[src/rtl/shift_right_iter.sv]
// Iterative one-bit-per-cycle shifter for SRL/SRLV/SRA/SRAV with start/busy/done handshake.
// Define SHIFT_LEFT_EN to add the i_left port and SLL/SLLV support.
module shift_right_iter #(
    parameter int DATA_W  = 32,
    parameter int SHAMT_W = 5
) (
    input  logic               i_clk,
    input  logic               i_rst_n,
    input  logic               i_start,
    input  logic [DATA_W-1:0]  i_data,
    input  logic [SHAMT_W-1:0] i_shamt,
    input  logic               i_arith,
`ifdef SHIFT_LEFT_EN
    input  logic               i_left,
`endif
    output logic               o_busy,
    output logic               o_done,
    output logic [DATA_W-1:0]  o_result
);

    typedef enum logic [1:0] {
        IDLE  = 2'd0,
        SHIFT = 2'd1,
        DONE  = 2'd2
    } state_t;

    localparam logic [SHAMT_W-1:0] CNT_ONE = SHAMT_W'(1);

    state_t              state_q, state_d;
    logic [DATA_W-1:0]   result_q, result_d;
    logic [SHAMT_W-1:0]  count_q, count_d;
    logic                arith_q, arith_d;
`ifdef SHIFT_LEFT_EN
    logic                left_q, left_d;
`endif
    logic [DATA_W-1:0]   shifted;

    // Sign fill reuses the live MSB; it never changes during a right shift.
    always_comb begin
        shifted = {arith_q & result_q[DATA_W-1], result_q[DATA_W-1:1]};
`ifdef SHIFT_LEFT_EN
        if (left_q) begin
            shifted = {result_q[DATA_W-2:0], 1'b0};
        end
`endif
    end

    always_comb begin
        state_d  = state_q;
        result_d = result_q;
        count_d  = count_q;
        arith_d  = arith_q;
`ifdef SHIFT_LEFT_EN
        left_d   = left_q;
`endif
        case (state_q)
            IDLE: begin
                if (i_start) begin
                    result_d = i_data;
                    count_d  = i_shamt;
                    arith_d  = i_arith;
`ifdef SHIFT_LEFT_EN
                    left_d   = i_left;
`endif
                    state_d  = (i_shamt == '0) ? DONE : SHIFT;
                end
            end
            SHIFT: begin
                result_d = shifted;
                count_d  = count_q - CNT_ONE;
                if (count_q == CNT_ONE) begin
                    state_d = DONE;
                end
            end
            DONE: begin
                state_d = IDLE;
            end
            default: begin
                state_d = IDLE;
            end
        endcase
    end

    always_ff @(posedge i_clk or negedge i_rst_n) begin
        if (!i_rst_n) begin
            state_q  <= IDLE;
            result_q <= '0;
            count_q  <= '0;
            arith_q  <= 1'b0;
`ifdef SHIFT_LEFT_EN
            left_q   <= 1'b0;
`endif
        end else begin
            state_q  <= state_d;
            result_q <= result_d;
            count_q  <= count_d;
            arith_q  <= arith_d;
`ifdef SHIFT_LEFT_EN
            left_q   <= left_d;
`endif
        end
    end

    assign o_busy   = (state_q != IDLE);
    assign o_done   = (state_q == DONE);
    assign o_result = result_q;

endmodule

[config.mk]
export PLATFORM = sky130hd
export DESIGN_NAME = shift_right_iter
export DESIGN_NICKNAME = d
export VERILOG_FILES = /design/src/rtl/shift_right_iter.sv
export SDC_FILE = /design/constraint.sdc
export NUM_CORES = 1
export LEC_CHECK = 0
export ABC_AREA = 1
export BUFFER_PORTS_ARGS = -buffer_cell sky130_fd_sc_hd__buf_2
export CAP_MARGIN = 10
export CORE_MARGIN = 2
export CORE_UTILIZATION = 50
export DETAILED_ROUTE_END_ITERATION = 16
export PLACE_DENSITY = 0.8
export SLEW_MARGIN = 20
export SYNTH_ARGS = -nofsm -noshare
export SYNTH_HDL_FRONTEND = slang
export SYNTH_SLANG_ARGS = --single-unit
[constraint.sdc]
create_clock -name i_clk -period 1.3 [get_ports i_clk]
set_input_delay 0.13 -clock i_clk [delete_from_list [all_inputs] [get_ports i_clk]]
set_output_delay 0.13 -clock i_clk [all_outputs]
set_load 0.01 [all_outputs]
Word level (Yosys, flattened, before mapping)
Index checks and enable logic that the tools add are counted.
W data, S select, Z words.
- logic and storage cells: 26
- bits of input ports: 41
- flip-flop bits (word level): 40
- equality and inequality tests: 5
- muxes and demuxes: 8
- reduce and logical (&&, ||, !) cells: 7
- bitwise operators: 1
- add/subtract/negate cells: 1
- operator list (operator ; count):
    $pmux W32 S2 ; 1
    $mux W32 ; 1
    $pmux W5 S2 ; 1
    $mux W2 ; 3
    $reduce_and A2 Y1 ; 3
    $eq A5 B1 Y1 const B ; 1
    $logic_not A5 Y1 ; 1
    $mux W5 ; 1
    $sub A5 B1 Y5 const B ; 1
    $ne A2 B2 Y1 const B ; 2
    $pmux W2 S2 ; 1
    $reduce_bool A2 Y1 ; 2
    $eq A2 B1 Y1 const B ; 1
    $eq A2 B2 Y1 const B ; 1
    $logic_not A2 Y1 ; 1
    $and A1 B1 Y1 ; 1

Logic depth before layout (Yosys ltp)
- word-level depth: 4
- depth in mapped cells: 8

Worst setup path after synthesis
OpenSTA, ideal clock, no wires.
- path kind: register -> register
- start: register state_q[0]
- end: register count_q[4]
- arrival: 1.051 ns
- stages on the path, launching flop included: 7
- period minus slack after synthesis: 1.167 ns
- setup time: 0.116 ns
- slack: 0.133 ns
- path buffers: 2
- path through: dfrtp_1 -> buf_6 -> o21ai_4 -> inv_4 -> buf_4 -> nand2_1 -> nand2_1
- longest elaborated chain between the ends: 3
- elaborated cells on any way between the ends: 6
- classes of those cells: eq/ne (2); mux (1); reduce/logical (3)
- RTL lines (what ; line ; text):
    start: declaration ; 29 ; state_t state_q, state_d;
    start signal: assignment ; 94 ; state_q <= state_d;
    $eq A2 B1 Y1 or $logic_not A2 Y1 (tied branches) ; 56 ; case (state_q)
    $reduce_bool A2 Y1 (no source line) or $ne A2 B2 Y1 (tied branches) ; -- ;
    $reduce_and A2 Y1 (no source line) ; -- ;
    end signal: assignment ; 96 ; count_q <= count_d;
    end: declaration ; 31 ; logic [SHAMT_W-1:0] count_q, count_d;
Parallel ways exist; a longest one is shown, timed or not.
A chain may end at the register's enable or synchronous reset.

Final worst setup path
- start: register state_q[0]
- end: register result_q[27], in the netlist o_result[27]
- longest elaborated chain between the ends: 3
- elaborated cells on any way between the ends: 6
- classes of those cells: eq/ne (2); mux (1); reduce/logical (3)
- RTL lines (what ; line ; text):
    $eq A2 B1 Y1 or $logic_not A2 Y1 (tied branches) ; 56 ;
    $reduce_bool A2 Y1 (no source line) or $ne A2 B2 Y1 (tied branches) ; -- ;
    $reduce_and A2 Y1 (no source line) ; -- ;
    end signal: assignment ; 95 ; result_q <= result_d;
    end: declaration ; 30 ; logic [DATA_W-1:0] result_q, result_d;
Parallel ways exist; a longest one is shown, timed or not.

==> results.toml <==
[global_routing]
grt_pass1_vias = 1762
grt_overflow_total = 0
grt_first_pass_wirelength_microns = 7800
grt_util_all_layers_pct = 19.6
grt_max_degree = 40
grt_antenna_before_repair = 0

[hold_path]
hold_path.class = "in2reg"

[sta]
setup_viol_count_final = 0
fin_crit_sh_pct = 96.2
skew_ns = 0.0111
finalHoldViolations = 0
tightest_slew_ns = 0.463
slew-limit-headroom_pct = 69.1
fmax_mhz = 800
fin_crit_ns = 1.25
rsz0062_at_grt = "true"
setup_slack_ns = 0.0494
slew_viol_final = 0

[die]
core_area_sq_um = 4090
fp.dieH_microns = 69.8
start_util_pct = 52.9
dieArea_sq_um = 4870
io-pin-count = 75
die_w_microns = 69.8
rows = 23

[clocking]
htree_levels = 2
cts.clk_slew.worst_paths_ns = 0.07
cts_tree = "done"
cts_max_path_buffers = 2
cts_buffers = 5
cts_root_buf = "clkbuf_8"
clock_latency_ns = 0.29
clock-sinks = 40

[worst_setup_path]
path_cells = "buf_4 > o21ai_4 > inv_4 > buf_4 > nand2_1 > o21ai_2"
crit_path_frequent_cell = "buf_4"
critPathKind = "reg2reg"
cpMaxStageDelayCell = "dfrtp_1"
cp.arrival_ns = 1.44
cp_top_family = "buffers and inverters"
required_ns = 1.48
crit_fanout = 11
critical_path_buf_inv_count = 3
slowest_delay_ns = 0.38
cp-end-kind = "flop"
worstSetupStartpointType = "flop"

[synthesis]
netlist_area_sq_um = 2160
synth_edf_count = 0
synthCells = 283
synth_largest_area_cell = "dfrtp_1"
yosys-top-cells-area = "dfrtp_1 (46%), nand2_1 (17%), o21ai_0 (7.6%)"
avgSynthCellArea_sq_um = 7.64
synth_cell_types = 20
yosysWarningCount = 0
synth_top_area_share_pct = 46.3
yosys-top-cells-count = "nand2_1 (96), inv_1 (41), dfrtp_1 (40), o21ai_0 (33), o21ai_1 (17)"
synth_nets = 326
synth.most_common_cell = "nand2_1"
synthArstFlopShare_pct = 100
yosysSeqAreaShare_pct = 46.3
ys_ff_latch = 40
yosys_most_used_dff = "dfrtp_1"

[detailed_routing]
vias_per_cell = 4.84
drt-initial-drc-count = 122
drt-total-wl_microns = 4700
wire_per_inst_microns = 11.4
drc = 0
drt-pass1-iter-count = 4
routed-via-count = 1996
ant_nets = 0

[finish]
synthToLayoutAreaGrowth_pct = 28.1
nFillCells = 362
nets = 404
drive_gt1_share_pct = 31.2
diodes = 0
fin_cells = 412

[placed_design]
routabilityCongestion = 0.805
dp.cells = 401
post-dp-hpwl_microns = 3240
dpl_worst_slack_ns = 0.0505
port_buffers = 74

[pwr]
max-vdd-ir-drop_mv = 1.56
p_int_mw = 4.06
p_switching_mw = 3.14
combPwrFrac_pct = 55.5
p_sw_share_pct = 43.6
power_density_nw_per_um2 = 2600
seqPwrFrac_pct = 30.6
power.leakage_nw = 1.53
clockPowerShare_pct = 13.9

[run_status]
outcome = "complete, no violations"

[run]
max_cap_viol_count = 0
cells by family (layout without fill, tap and decap cells):
group,after synthesis,count (layout),synth area share (%)
simple gates,114,114,20.2
flops,40,40,46.3
buf+inv,58,137,13.1
fa+ha+maj,2,2,1.16
compound gates,69,69,19.3
power groups by stage:
stage,combinational (mW),sequential (mW),clock (mW)
floorplan,2.51,2.40,0
global placement,3.72,2.21,0
detailed placement,3.82,2.22,0
CTS,3.88,2.19,1.02
global route,4.50,2.28,1.07
finish,4.00,2.21,1.00
metrics by stage:
stage          hold slack, ns  power (mW)  TNS [ns]  area (sq um)  util [%]
2_1_floorplan          -0.166        4.91         0          2160         -
3_3_place_gp            0.102        5.93         0          2610      63.8
3_5_place_dp            0.109        6.03         0          2610      63.8
4_1_cts                0.0789        7.10         0          2740      66.9
5_1_grt                0.0869        7.85   -0.0387          2770      67.8
6_report               0.0873        7.20         0          2770      67.8
state kept, by name, summed over array words and instances (netlist names):
register  cells
o_result     32
state_q       2
count_q       5
arith_q       1
placed cells by master (no fill, tap or decap), types with 2 or more instances in the layout:
master    instances
nand2_1          96
buf_2            74
inv_1            40
dfrtp_1          40
o21ai_0          32
o21ai_1          18
o21ai_2          15
nor2_1           10
nand3_1           6
clkbuf_8          5
buf_12            5
buf_4             5
inv_2             2
ha_1              2
final cells by class:
type | instances | area (sq um) | area share [%]
Inverter | 43 | 164 | 5.92
Clock buffer | 6 | 72.6 | 2.62
Tap cell | 50 | 62.6 | 2.26
Multi-Input combinational cell | 185 | 892 | 32.2
Timing Repair Buffer | 86 | 543 | 19.6
Sequential cell | 40 | 1000 | 36.1
Clock inverter | 2 | 35.0 | 1.26
path summary, 6_finish.rpt:
check                           slack (ns)                        to                     from  cells past startpoint
worst max-delay path                  0.05  o_result[27]$_DFFE_PN0P_   state_q[0]$_DFFE_PN0P_                      6
worst min-delay path                  0.09       arith_q$_DFFE_PN0P_                  i_arith                      3
worst max register to register        0.05  o_result[27]$_DFFE_PN0P_   state_q[0]$_DFFE_PN0P_                      6
worst min register to register        0.49   o_result[0]$_DFFE_PN0P_  o_result[0]$_DFFE_PN0P_                      2
max in group asynchronous             0.51  o_result[31]$_DFFE_PN0P_                  i_rst_n                      3
min in group asynchronous             0.32       arith_q$_DFFE_PN0P_                  i_rst_n                      2
timing repair:
action,in CTS,in global routing
hold buffers,1,0
setup endpoints to repair,1,5
endpoints found under the hold margin,18,0
buffers inserted,1,0
gates cloned,0,1
resized for setup,1,4
pin swaps,0,0
worst reg2reg max path: stages, from the launching register on:
cell,delay [ns]
dfrtp_1,0.38
buf_4,0.15
o21ai_4,0.18
inv_4,0.10
buf_4,0.19
nand2_1,0.09
o21ai_2,0.05
layer usage:
metal / GRT usage (%) / share of wire, % / up-vias
li1: - / - / 1036
met1: 25.4 / 46 / 900
met2: 31.9 / 47 / 54
met3: 5.38 / 5.5 / 6
met4: 6.20 / 1.2 / 0
met5: 0 / 0 / -
Note: power is estimated with default switching activity, not from simulation.
